`src/rtl/difftest_uart_in_responder.sv`:
```
// difftest_uart_in_responder
//   Answers DUT getc requests on the difftest UART-input interface with
//   characters queued by the simulation host.
//   - The host loads characters through a valid/ready push port.
//   - Requests are answered from a small FIFO with zero latency.
//   - 8'hff is returned whenever the FIFO is empty.
//   Optional feature macro: UART_IN_ECHO_EN
//   - When defined, every served character is echoed one cycle later.
//   - When undefined, echo_valid and echo_ch are tied to zero.
module difftest_uart_in_responder #(
  parameter int DEPTH     = 16,
  parameter int CNT_WIDTH = 32
) (
  input  logic                       clock,
  input  logic                       reset,
  input  logic                       difftest_uart_in_valid,
  output logic [7:0]                 difftest_uart_in_ch,
  input  logic                       host_push_valid,
  input  logic [7:0]                 host_push_ch,
  output logic                       host_push_ready,
  output logic [$clog2(DEPTH):0]     fifo_level,
  output logic [CNT_WIDTH-1:0]       miss_count,
  output logic [CNT_WIDTH-1:0]       served_count,
  output logic                       echo_valid,
  output logic [7:0]                 echo_ch
);

  localparam int AW = $clog2(DEPTH);
  localparam logic [AW:0] FULL_LEVEL = (AW+1)'(DEPTH);

  logic [7:0]          mem [DEPTH];
  logic [AW:0]         rd_ptr;
  logic [AW:0]         wr_ptr;
  logic                empty;
  logic                full;
  logic                pop;
  logic                miss;
  logic                push;

  // Occupancy and handshake decode; the pointer MSB separates full from empty
  always_comb begin
    fifo_level          = wr_ptr - rd_ptr;
    empty               = (fifo_level == '0);
    full                = (fifo_level == FULL_LEVEL);
    host_push_ready     = reset && !full;
    pop                 = difftest_uart_in_valid && !empty;
    miss                = difftest_uart_in_valid && empty;
    push                = host_push_valid && host_push_ready;
    difftest_uart_in_ch = empty ? 8'hff : mem[rd_ptr[AW-1:0]];
  end

  // Character storage; contents need no reset because the pointers gate reads
  always_ff @(posedge clock) begin
    if (push) begin
      mem[wr_ptr[AW-1:0]] <= host_push_ch;
    end
  end

  // Read and write pointers; a reset discards everything still buffered
  always_ff @(posedge clock or negedge reset) begin
    if (!reset) begin
      rd_ptr <= '0;
      wr_ptr <= '0;
    end else begin
      if (pop) begin
        rd_ptr <= rd_ptr + (AW+1)'(1);
      end
      if (push) begin
        wr_ptr <= wr_ptr + (AW+1)'(1);
      end
    end
  end

  // Request statistics, saturating at all-ones rather than wrapping
  always_ff @(posedge clock or negedge reset) begin
    if (!reset) begin
      miss_count   <= '0;
      served_count <= '0;
    end else begin
      if (miss && (miss_count != '1)) begin
        miss_count <= miss_count + CNT_WIDTH'(1);
      end
      if (pop && (served_count != '1)) begin
        served_count <= served_count + CNT_WIDTH'(1);
      end
    end
  end

`ifdef UART_IN_ECHO_EN
  // Echo each served character one cycle after it was handed to the DUT
  always_ff @(posedge clock or negedge reset) begin
    if (!reset) begin
      echo_valid <= 1'b0;
      echo_ch    <= 8'h00;
    end else begin
      echo_valid <= pop;
      if (pop) begin
        echo_ch <= difftest_uart_in_ch;
      end
    end
  end
`else
  // Echo disabled: keep the ports but drive them constant
  always_comb begin
    echo_valid = 1'b0;
    echo_ch    = 8'h00;
  end
`endif

endmodule

```
`config.mk`:
```
export PLATFORM = sky130hd
export DESIGN_NAME = difftest_uart_in_responder
export DESIGN_NICKNAME = d
export VERILOG_FILES = /design/src/rtl/difftest_uart_in_responder.sv
export SDC_FILE = /design/constraint.sdc
export NUM_CORES = 1
export LEC_CHECK = 0
export ABC_AREA = 1
export BUFFER_PORTS_ARGS = -buffer_cell sky130_fd_sc_hd__buf_2
export CORE_ASPECT_RATIO = 0.5
export CORE_MARGIN = 1.5
export CORE_UTILIZATION = 30
export DETAILED_ROUTE_END_ITERATION = 7
export PLACE_DENSITY = 0.53
export SYNTH_ARGS = -nofsm -noshare
export SYNTH_HDL_FRONTEND = slang
export SYNTH_SLANG_ARGS = --single-unit
```
`constraint.sdc`:
```
create_clock -name clock -period 2.6 [get_ports clock]
set_input_delay 0.39 -clock clock [delete_from_list [all_inputs] [get_ports clock]]
set_output_delay 0.39 -clock clock [all_outputs]
set_load 0.03 [all_outputs]
```
After elaboration in Yosys (flattened, before gate mapping)
Memories as Yosys holds them, arrays and structs flattened.
Cells that the tools add are included.
{"block": "op_classes", "addsub": 5, "multipliers": 0, "n_div": 0, "n_lt_le_gt_ge": 0, "n_eq_ne": 3, "shift": 0, "n_mux": 3, "n_bitwise": 0, "n_reduce_logical": 9}
{"op": "32-bit by 1-bit adder with 32-bit output, second input constant", "count": 2}
{"op": "32-bit inequality test, second input constant", "count": 2}
{"op": "5-bit by 1-bit adder with 5-bit output, second input constant", "count": 2}
{"op": "8-bit 2-to-1 mux", "count": 1}
{"op": "1-bit logical AND", "count": 6}
{"op": "5-bit equality test, second input constant", "count": 1}
{"op": "5-bit logical NOT", "count": 1}
{"op": "5-bit subtractor", "count": 1}
{"op": "1-bit logical NOT", "count": 2}
{"op": "1-bit 2-to-1 mux", "count": 2}
{"block": "word_totals", "ff_bits": 74, "latch_bits": 0, "mem_bits_rw": 128, "mem_bits_ro": 0, "inputBits": 12, "out_inout_bits": 87, "word_cells": 25, "memories": 1}
{"memory": "mem", "words": 16, "word_bits": 8, "read_ports": 1, "rd_ports_with_merged_regs": 0, "write_ports": 1, "line_no": "31", "source": "logic [7:0] mem [DEPTH];"}

Longest topological paths before layout
Gate-level depths: netlist of the first run.
{"block": "logic_depth", "depth_word": 7, "mapped_depth": 15, "mapped_depth_nobuf": 13}

Worst setup path before layout of the first run
OpenSTA, ideal clock, no wires.
{"block": "synth_path", "path_type": "register to register", "startpoint": "reg rd_ptr[1]", "endpoint": "mem mem[12][0], enable pin", "setup_ns": 0.370, "arrival_ns": 2.525, "required_time_ns": 2.230, "path_slack_ns": -0.295, "stages_incl_launch_ff": 10, "n_path_buf": 2, "path_cell_list": "dfrtp_1 > inv_1 > clkbuf_1 > fa_1 > or2_1 > nor2_4 > nand3_1 > nand3_1 > buf_2 > nor2_1"}
{"block": "synth_between", "elab_chain_len": 7}
{"item": "start: declaration", "line_no": "32", "source": "logic [AW:0] rd_ptr;"}
{"item": "start signal: assignment", "line_no": "66", "source": "rd_ptr <= rd_ptr + (AW+1)'(1);"}
{"item": "5-bit subtractor", "line_no": "42", "source": "fifo_level = wr_ptr - rd_ptr;"}
{"item": "named net fifo_level[1]", "line_no": "21", "source": "output logic [$clog2(DEPTH):0] fifo_level,"}
{"item": "5-bit equality test", "line_no": "44", "source": "full = (fifo_level == FULL_LEVEL);"}
{"item": "1-bit logical NOT", "line_no": "45", "source": "host_push_ready = reset && !full;"}
{"item": "1-bit logical AND", "line_no": "45"}
{"item": "1-bit logical AND", "line_no": "48", "source": "push = host_push_valid && host_push_ready;"}
{"item": "1-bit 2-to-1 mux", "line_no": "54", "source": "if (push) begin"}
{"item": "1-bit 2-to-1 mux (not written as such)", "line_no": "55", "source": "mem[wr_ptr[AW-1:0]] <= host_push_ch;"}
{"item": "end: declaration", "line_no": "31"}
The timed path passes the listed nets, and every way through them passes these cells.

Worst setup path after layout of the first run
{"block": "layout_path", "startpoint": "reg wr_ptr[0]", "endpoint": "out host_push_ready"}
{"block": "layout_between", "elab_chain_len": 4}
{"item": "start: declaration", "line_no": "33", "source": "logic [AW:0] wr_ptr;"}
{"item": "start signal: assignment", "line_no": "69", "source": "wr_ptr <= wr_ptr + (AW+1)'(1);"}
{"item": "5-bit subtractor", "line_no": "42"}
{"item": "5-bit equality test", "line_no": "44"}
{"item": "1-bit logical NOT", "line_no": "45"}
{"item": "1-bit logical AND", "line_no": "45"}
{"item": "end: declaration", "line_no": "20", "source": "output logic host_push_ready,"}
No other way between the ends.

==> impl_metrics.csv, run 1 <==
group,metric,value,unit
status,outcome,"complete, but fails checks",
status,violations,"setup timing",
clock_network,cts_tree,"done",
synthesis,synth.area.top_cells,"edfxtp_1, dfrtp_1, nand2_1",
worst_hold_path,min_path_cells,3,
synthesis,yosysWarnings,0,
setup_path,slowest_delay,450,ps
timing,setup_tns,-5760,ps
synthesis,syn-cell-area,10500,sq um
setup_path,r2r_setup_slack,-120,ps
timing,relSlewSlack,41.7,%
die,dieHeight,135,um
detailed_routing,ant_nets,0,
finish,n_antenna_cell,0,
setup_path,r2r_cells,15,
timing,fmaxAchievable,335,MHz
die,die_w,267,um
power,power_leakage,5.22,nW
worst_hold_path,hp-class,"in -> reg",
setup_path,cp_cell_sequence,"inv_2, ha_4, inv_2, fa_2, or2_4, nor2_4, nand3_2, buf_6, o21a_1, buf_6",
detailed_routing,drc,0,
timing,rsz0062_at_grt,"true",
global_routing,grt_first_pass_wirelength,46.3,mm
global_routing,first_global_vias,8279,
die,core-area,34400,sq um
timing,setup_slack,-382,ps
finish,drive_gt1_share,17.6,%
die,dieArea,36100,sq um
setup_path,timing.rr.end,"miss_count[16]",
worst_hold_path,min_from,"host_push_valid",
synthesis,ys_seq_area_share,54.3,%
clock_network,h-tree-depth,1,
clock_network,cts_root_buffer,"clkbuf_16",
power,power.density,960,nW/um^2
synthesis,ys.flop_type,"edfxtp_1",
timing,layout_min_cycle_time,2980,ps
timing,skew,14.8,ps
timing,worstMarginPinSlew,874,ps
place,placed_area,11700,sq um
timing,hold_viol,0,
global_routing,grt_max_degree,65,
synthesis,synthDistinctLibCells,33,
synthesis,synth-xor-area-share,2.17,%
worst_hold_path,holdPathEnd,"wr_ptr[0]",
detailed_routing,via_per_inst,4.82,
timing,period_share,115,%
power,ir_worst_vdd,0.468,mV
synthesis,synthSimpleGateAreaFrac,31.3,%
global_routing,track_usage,16.3,%
run,maxCapViolations,0,
power,fin_total_pwr,12.4,mW
finish,finalCoreUtilization,37.4,%
die,io_pins,99,
synthesis,avgSynthCellArea,8.53,sq um
finish,finalNonFillerCells,1837,
setup_path,start_kind,"flop",
synthesis,synth_seq_cells,202,
timing,drv_slew,0,
setup_path,critical_path_class,"reg -> out",
setup_path,worstPathRequired,2210,ps
setup_path,r2r_start,"wr_ptr[0]",
synthesis,synth_top_family_by_area,"simple AND/OR/NAND/NOR gates",
place,dp_cells,1780,
synthesis,synth_compound_area_share,6.04,%
finish,num-nets-final,1370,
clock_network,clk_pin_slew_worst_paths,60,ps
die,start_util,30.5,%
finish,syn_to_final_growth,23.0,%
clock_network,cts_sinks,202,
place,globalplace.congestion,0.911,
place,portBuffers,89,
synthesis,muxShareOfSynthArea,0,%
detailed_routing,first_iter_violations,730,
detailed_routing,firstDrtPassIters,5,
setup_path,end_kind,"primary output",
synthesis,yosysMostFrequentCell,"nand2_1",
synthesis,synthAdderAreaFrac,1.50,%
setup_path,crit_arrival,2590,ps
detailed_routing,vias,8855,
detailed_routing,routed_wl,30.1,mm
clock_network,clock_latency,540,ps
finish,design_area,12900,sq um
clock_network,numCtsBuffers,22,
global_routing,antenna_found_initial,0,
die,num_rows,48,
synthesis,synth_edf_count,128,
synthesis,syn_inst,1228,
clock_network,clock_path_buffers,3,
timing,setup_viol,41,
synthesis,async_reset_ff_share,36.6,%
synthesis,synth.largest_area_cell,"edfxtp_1",
synthesis,synthTopCellsByCount,"nand2_1, nor2_1, edfxtp_1",
setup_path,slowest_stage,"fa_2",
detailed_routing,wl_per_cell,16.4,um
place,post-dp-hpwl,19.9,mm
setup_path,cp_max_fo,3,
global_routing,grt_overflow,0,
synthesis,synth_top_area_share,36.7,%
==> cells in the final DEF, fill, tap and decap left out, drive strengths merged, types with 3 or more instances in the layout <==
master  count
and2        3
nand4      46
edfxtp    128
o21ai      80
ha         11
dfrtp      74
xor2       14
o211ai     16
nand3b     29
conb        9
nand3      56
xnor2      12
o22ai      16
inv        47
clkbuf     31
buf       140
nor2      211
nand2     421
clkinv     11
==> kinds of logic after synthesis <==
logic type,Yosys count
buffers and inverters,106
adder cells (fa/ha/maj),12
XOR/XNOR,26
AO/OA/AOI/OAI,114
AND/OR/NAND/NOR,767
other,1
flip-flops,202
==> what timing repair did <==
| item | CTS | global route |
|---|---|---|
| setup endpoints to repair | 55 | 173 |
| hold endpoints to repair | 10 | 0 |
| pin swaps | 3 | 12 |
| gates cloned | 0 | 3 |
| gates resized for setup | 31 | 38 |
| setup buffers | 4 | 10 |
| hold buffers | 1 | 0 |
==> through the flow <==
stage          worst slack, ps  hold WS [ps]
6_report                  -382           174
3_5_place_dp              -121           274
2_1_floorplan            -74.7          94.4
3_3_place_gp             -18.3           272
5_1_grt                   -462           184
4_1_cts                   -405           142
==> power by group <==
group / switching, mW / internal (mW)
combinational: 3.49 / 1.97
sequential: 0.188 / 3.66
clock: 1.33 / 1.73
total: 5.01 / 7.36
==> layout make-up <==
type                            count  area (sq um)
Clock inverter                     11           103
Fill cell                        3474         21500
Multi-Input combinational cell    928          4560
Timing Repair Buffer              143          1150
Sequential cell                   202          5700
Inverter                           49           184
Clock buffer                       29           597
Tap cell                          475           594
==> worst max-delay path by stage <==
| stage | startpoint | slack (ps) | end |
|---|---|---|---|
| global route | wr_ptr[0] | -460 | host_push_ready |
| finish | wr_ptr[0] | -380 | host_push_ready |
| CTS | wr_ptr[0] | -400 | difftest_uart_in_ch[1] |
| floorplan | rd_ptr[3] | -70 | mem[3][0] |
| detailed placement | wr_ptr[0] | -120 | rd_ptr[1] |
| global placement | wr_ptr[0] | -20 | mem[4][7] |
==> metal layers <==
metal / GRT usage [%] / part of all wire [%] / routed length [um] / vias to the layer above
li1: - / - / - / 4317
met4: 4.23 / 2.0 / 598 / 0
met1: 22.1 / 46 / 13800 / 4317
met3: 2.04 / 3.6 / 1100 / 41
met2: 27.5 / 49 / 14600 / 180
met5: 0 / 0 / 0 / -
==> critical path: cells and delay by family, from the launching register on <==
kind | cells | cell delay (ps)
compound gates | 1 | 180
fa+ha+maj | 2 | 570
simple gates | 3 | 520
buf+inv | 4 | 390
flops | 1 | 400
==> registers in the layout (all words and copies together) (netlist names) <==
signal        flops
served_count     32
miss_count       32
mem             128
wr_ptr            5
rd_ptr            5
(Power assumes the default switching activity.)
==> run 2, diff against run 1 <==
Settings changed: GPL_TIMING_DRIVEN set to 0, PLACE_DENSITY 0.53 to 0.48.
Clock period 2.6 ns to 2.59 ns, I/O delays scaled along.
==> run 2 against run 1 <==
The run still ends with setup timing left; clock power fell by 4%; worst hold slack improved by 8.5 ps; sequential power rose by 1%; via count rose by 0.89%; routed wire length rose by 5.5%; final cell count rose by 2.0%; total power rose by 3.1%; core utilization rose by 0.49 points; register-to-register slack improved by 140 ps; critical path depth did not move; die area did not move; worst setup slack got worse by 18 ps; critical endpoint is now difftest_uart_in_ch[7]; highest routed layer unchanged.
==> impl_metrics.csv, run 2 (synthesis results as in run 1) <==
group,metric,value,unit
status,outcome,"complete, but fails checks",
status,violations,"setup timing",
setup_path,worstPathRequired,2200,ps
power,clkPwrFrac,23.0,%
setup_path,slowest_delay,450,ps
setup_path,end_kind,"primary output",
global_routing,grt_max_degree,58,
place,dp_cells,1801,
power,combPwrFrac,46.4,%
setup_path,critical_path_class,"reg -> out",
place,portBuffers,89,
power,power_frac_seq,30.6,%
timing,setup_slack,-399,ps
power,p_switching,5.33,mW
power,fin_total_pwr,12.7,mW
finish,syn_to_final_growth,24.6,%
timing,relSlewSlack,52.2,%
finish,n_antenna_cell,0,
detailed_routing,via_per_inst,4.77,
setup_path,slowest_stage,"fa_2",
worst_hold_path,min_from,"host_push_valid",
setup_path,timing.rr.end,"mem[1][2]",
timing,setup_viol,9,
detailed_routing,firstDrtPassIters,6,
detailed_routing,vias,8934,
place,post-dp-hpwl,22.2,mm
clock_network,h-tree-depth,1,
detailed_routing,wl_per_cell,16.9,um
timing,worstMarginPinSlew,715,ps
clock_network,numCtsBuffers,22,
finish,largest_register_ffs,128,
setup_path,cp_max_fo,5,
power,p_sw_share,41.8,%
clock_network,cts_root_buffer,"clkbuf_16",
clock_network,clock_latency,540,ps
worst_hold_path,hp-class,"in -> reg",
die,start_util,30.5,%
die,io_pins,99,
global_routing,grt_overflow,0,
die,die_w,267,um
detailed_routing,first_iter_violations,855,
detailed_routing,routed_wl,31.7,mm
timing,period_share,115,%
timing,fmaxAchievable,335,MHz
worst_hold_path,holdPathEnd,"wr_ptr[0]",
run,maxCapViolations,0,
global_routing,first_global_vias,8254,
timing,hold_viol,0,
clock_network,clock_path_buffers,3,
finish,layout_commonest_cell,"nand2_1",
timing,rsz0062_at_grt,"true",
detailed_routing,ant_nets,0,
timing,skew,19.3,ps
global_routing,track_usage,17.4,%
setup_path,cp_cell_sequence,"inv_2, ha_4, inv_4, fa_2, or2_1, nor2_4, nand3_4, buf_8, nand4_1, buf_6",
die,num_rows,48,
global_routing,grt_first_pass_wirelength,48.5,mm
die,dieArea,36100,sq um
setup_path,r2r_cells,11,
finish,finalNonFillerCells,1873,
clock_network,cts_tree,"done",
die,dieHeight,135,um
setup_path,crit_arrival,2600,ps
power,power_leakage,5.31,nW
timing,drv_slew,0,
power,p_int,7.41,mW
power,ir_worst_vdd,0.451,mV
clock_network,clk_pin_slew_worst_paths,60,ps
worst_hold_path,min_path_cells,3,
timing,layout_min_cycle_time,2990,ps
finish,final_cell_mix,"nand2_1, nor2_1, edfxtp_1",
global_routing,antenna_found_initial,0,
place,globalplace.congestion,0.896,
power,power.density,976,nW/um^2
setup_path,start_kind,"flop",
setup_path,r2r_start,"wr_ptr[0]",
detailed_routing,drc,0,
die,core-area,34400,sq um
finish,drive_gt1_share,18.5,%
clock_network,cts_sinks,202,
finish,num-nets-final,1406,
setup_path,r2r_setup_slack,20,ps
==> run 2: how the worst max path moves through the flow <==
stage | end | slack, ps | start | depth (start not counted)
detailed placement | mem[11][3] | -420 | rd_ptr[2] | 10
floorplan | mem[14][0] | 9 | wr_ptr[0] | 10
global placement | mem[0][7] | -530 | reset | 4
global route | difftest_uart_in_ch[7] | -480 | wr_ptr[0] | 13
CTS | difftest_uart_in_ch[7] | -470 | rd_ptr[0] | 9
finish | difftest_uart_in_ch[7] | -400 | wr_ptr[0] | 10
==> run 2: metrics by stage <==
stage / setup TNS, ps / hold WS [ps] / cell area [sq um] / setup slack [ps] / util [%]
2_1_floorplan: 0 / 92.9 / 10700 / 8.59 / -
3_3_place_gp: -74480 / 523 / 11700 / -534 / 34.0
3_5_place_dp: -56760 / 316 / 11700 / -420 / 34.1
4_1_cts: -3920 / 145 / 12800 / -474 / 37.1
5_1_grt: -12750 / 173 / 13100 / -481 / 37.9
6_report: -3310 / 183 / 13100 / -399 / 37.9
==> run 2: power groups by stage <==
stage,clock (mW),sequential [mW],combinational (mW)
detailed placement,0,3.97,4.65
finish,2.93,3.90,5.92
global route,3.14,3.93,6.37
global placement,0,3.96,4.62
floorplan,0,4.01,3.08
CTS,3.00,3.89,5.44
==> run 2: critical path, delay by kind of cell (launching register included) <==
family | cells | cell delay, ps
adders and majority gates | 2 | 580
buffers and inverters | 4 | 440
DFF | 1 | 390
and+or+nand+nor | 4 | 640
==> run 2: final cells by class <==
class | count | area [sq um]
fill | 3501 | 21400
tap | 475 | 594
clock inverter | 17 | 111
inverter | 49 | 196
multi-input combinational | 928 | 4590
sequential | 202 | 5700
clock buffer | 23 | 554
buffer | 56 | 392
timing repair buffer | 123 | 922
==> run 2: timing repair <==
action	in CTS	in global routing
pin swaps	12	19
hold buffers	1	0
gates cloned	1	0
hold endpoints to repair	17	0
setup endpoints to repair	206	179
buffers inserted	18	13
gates resized for setup	60	37
==> run 2: routing by layer <==
metal,part of all wire (%),track usage (%),vias up
li1,-,-,4398
met1,48,24.8,4303
met2,46,28.4,207
met3,4.7,2.47,26
met4,1.5,3.31,0
met5,0,0,-
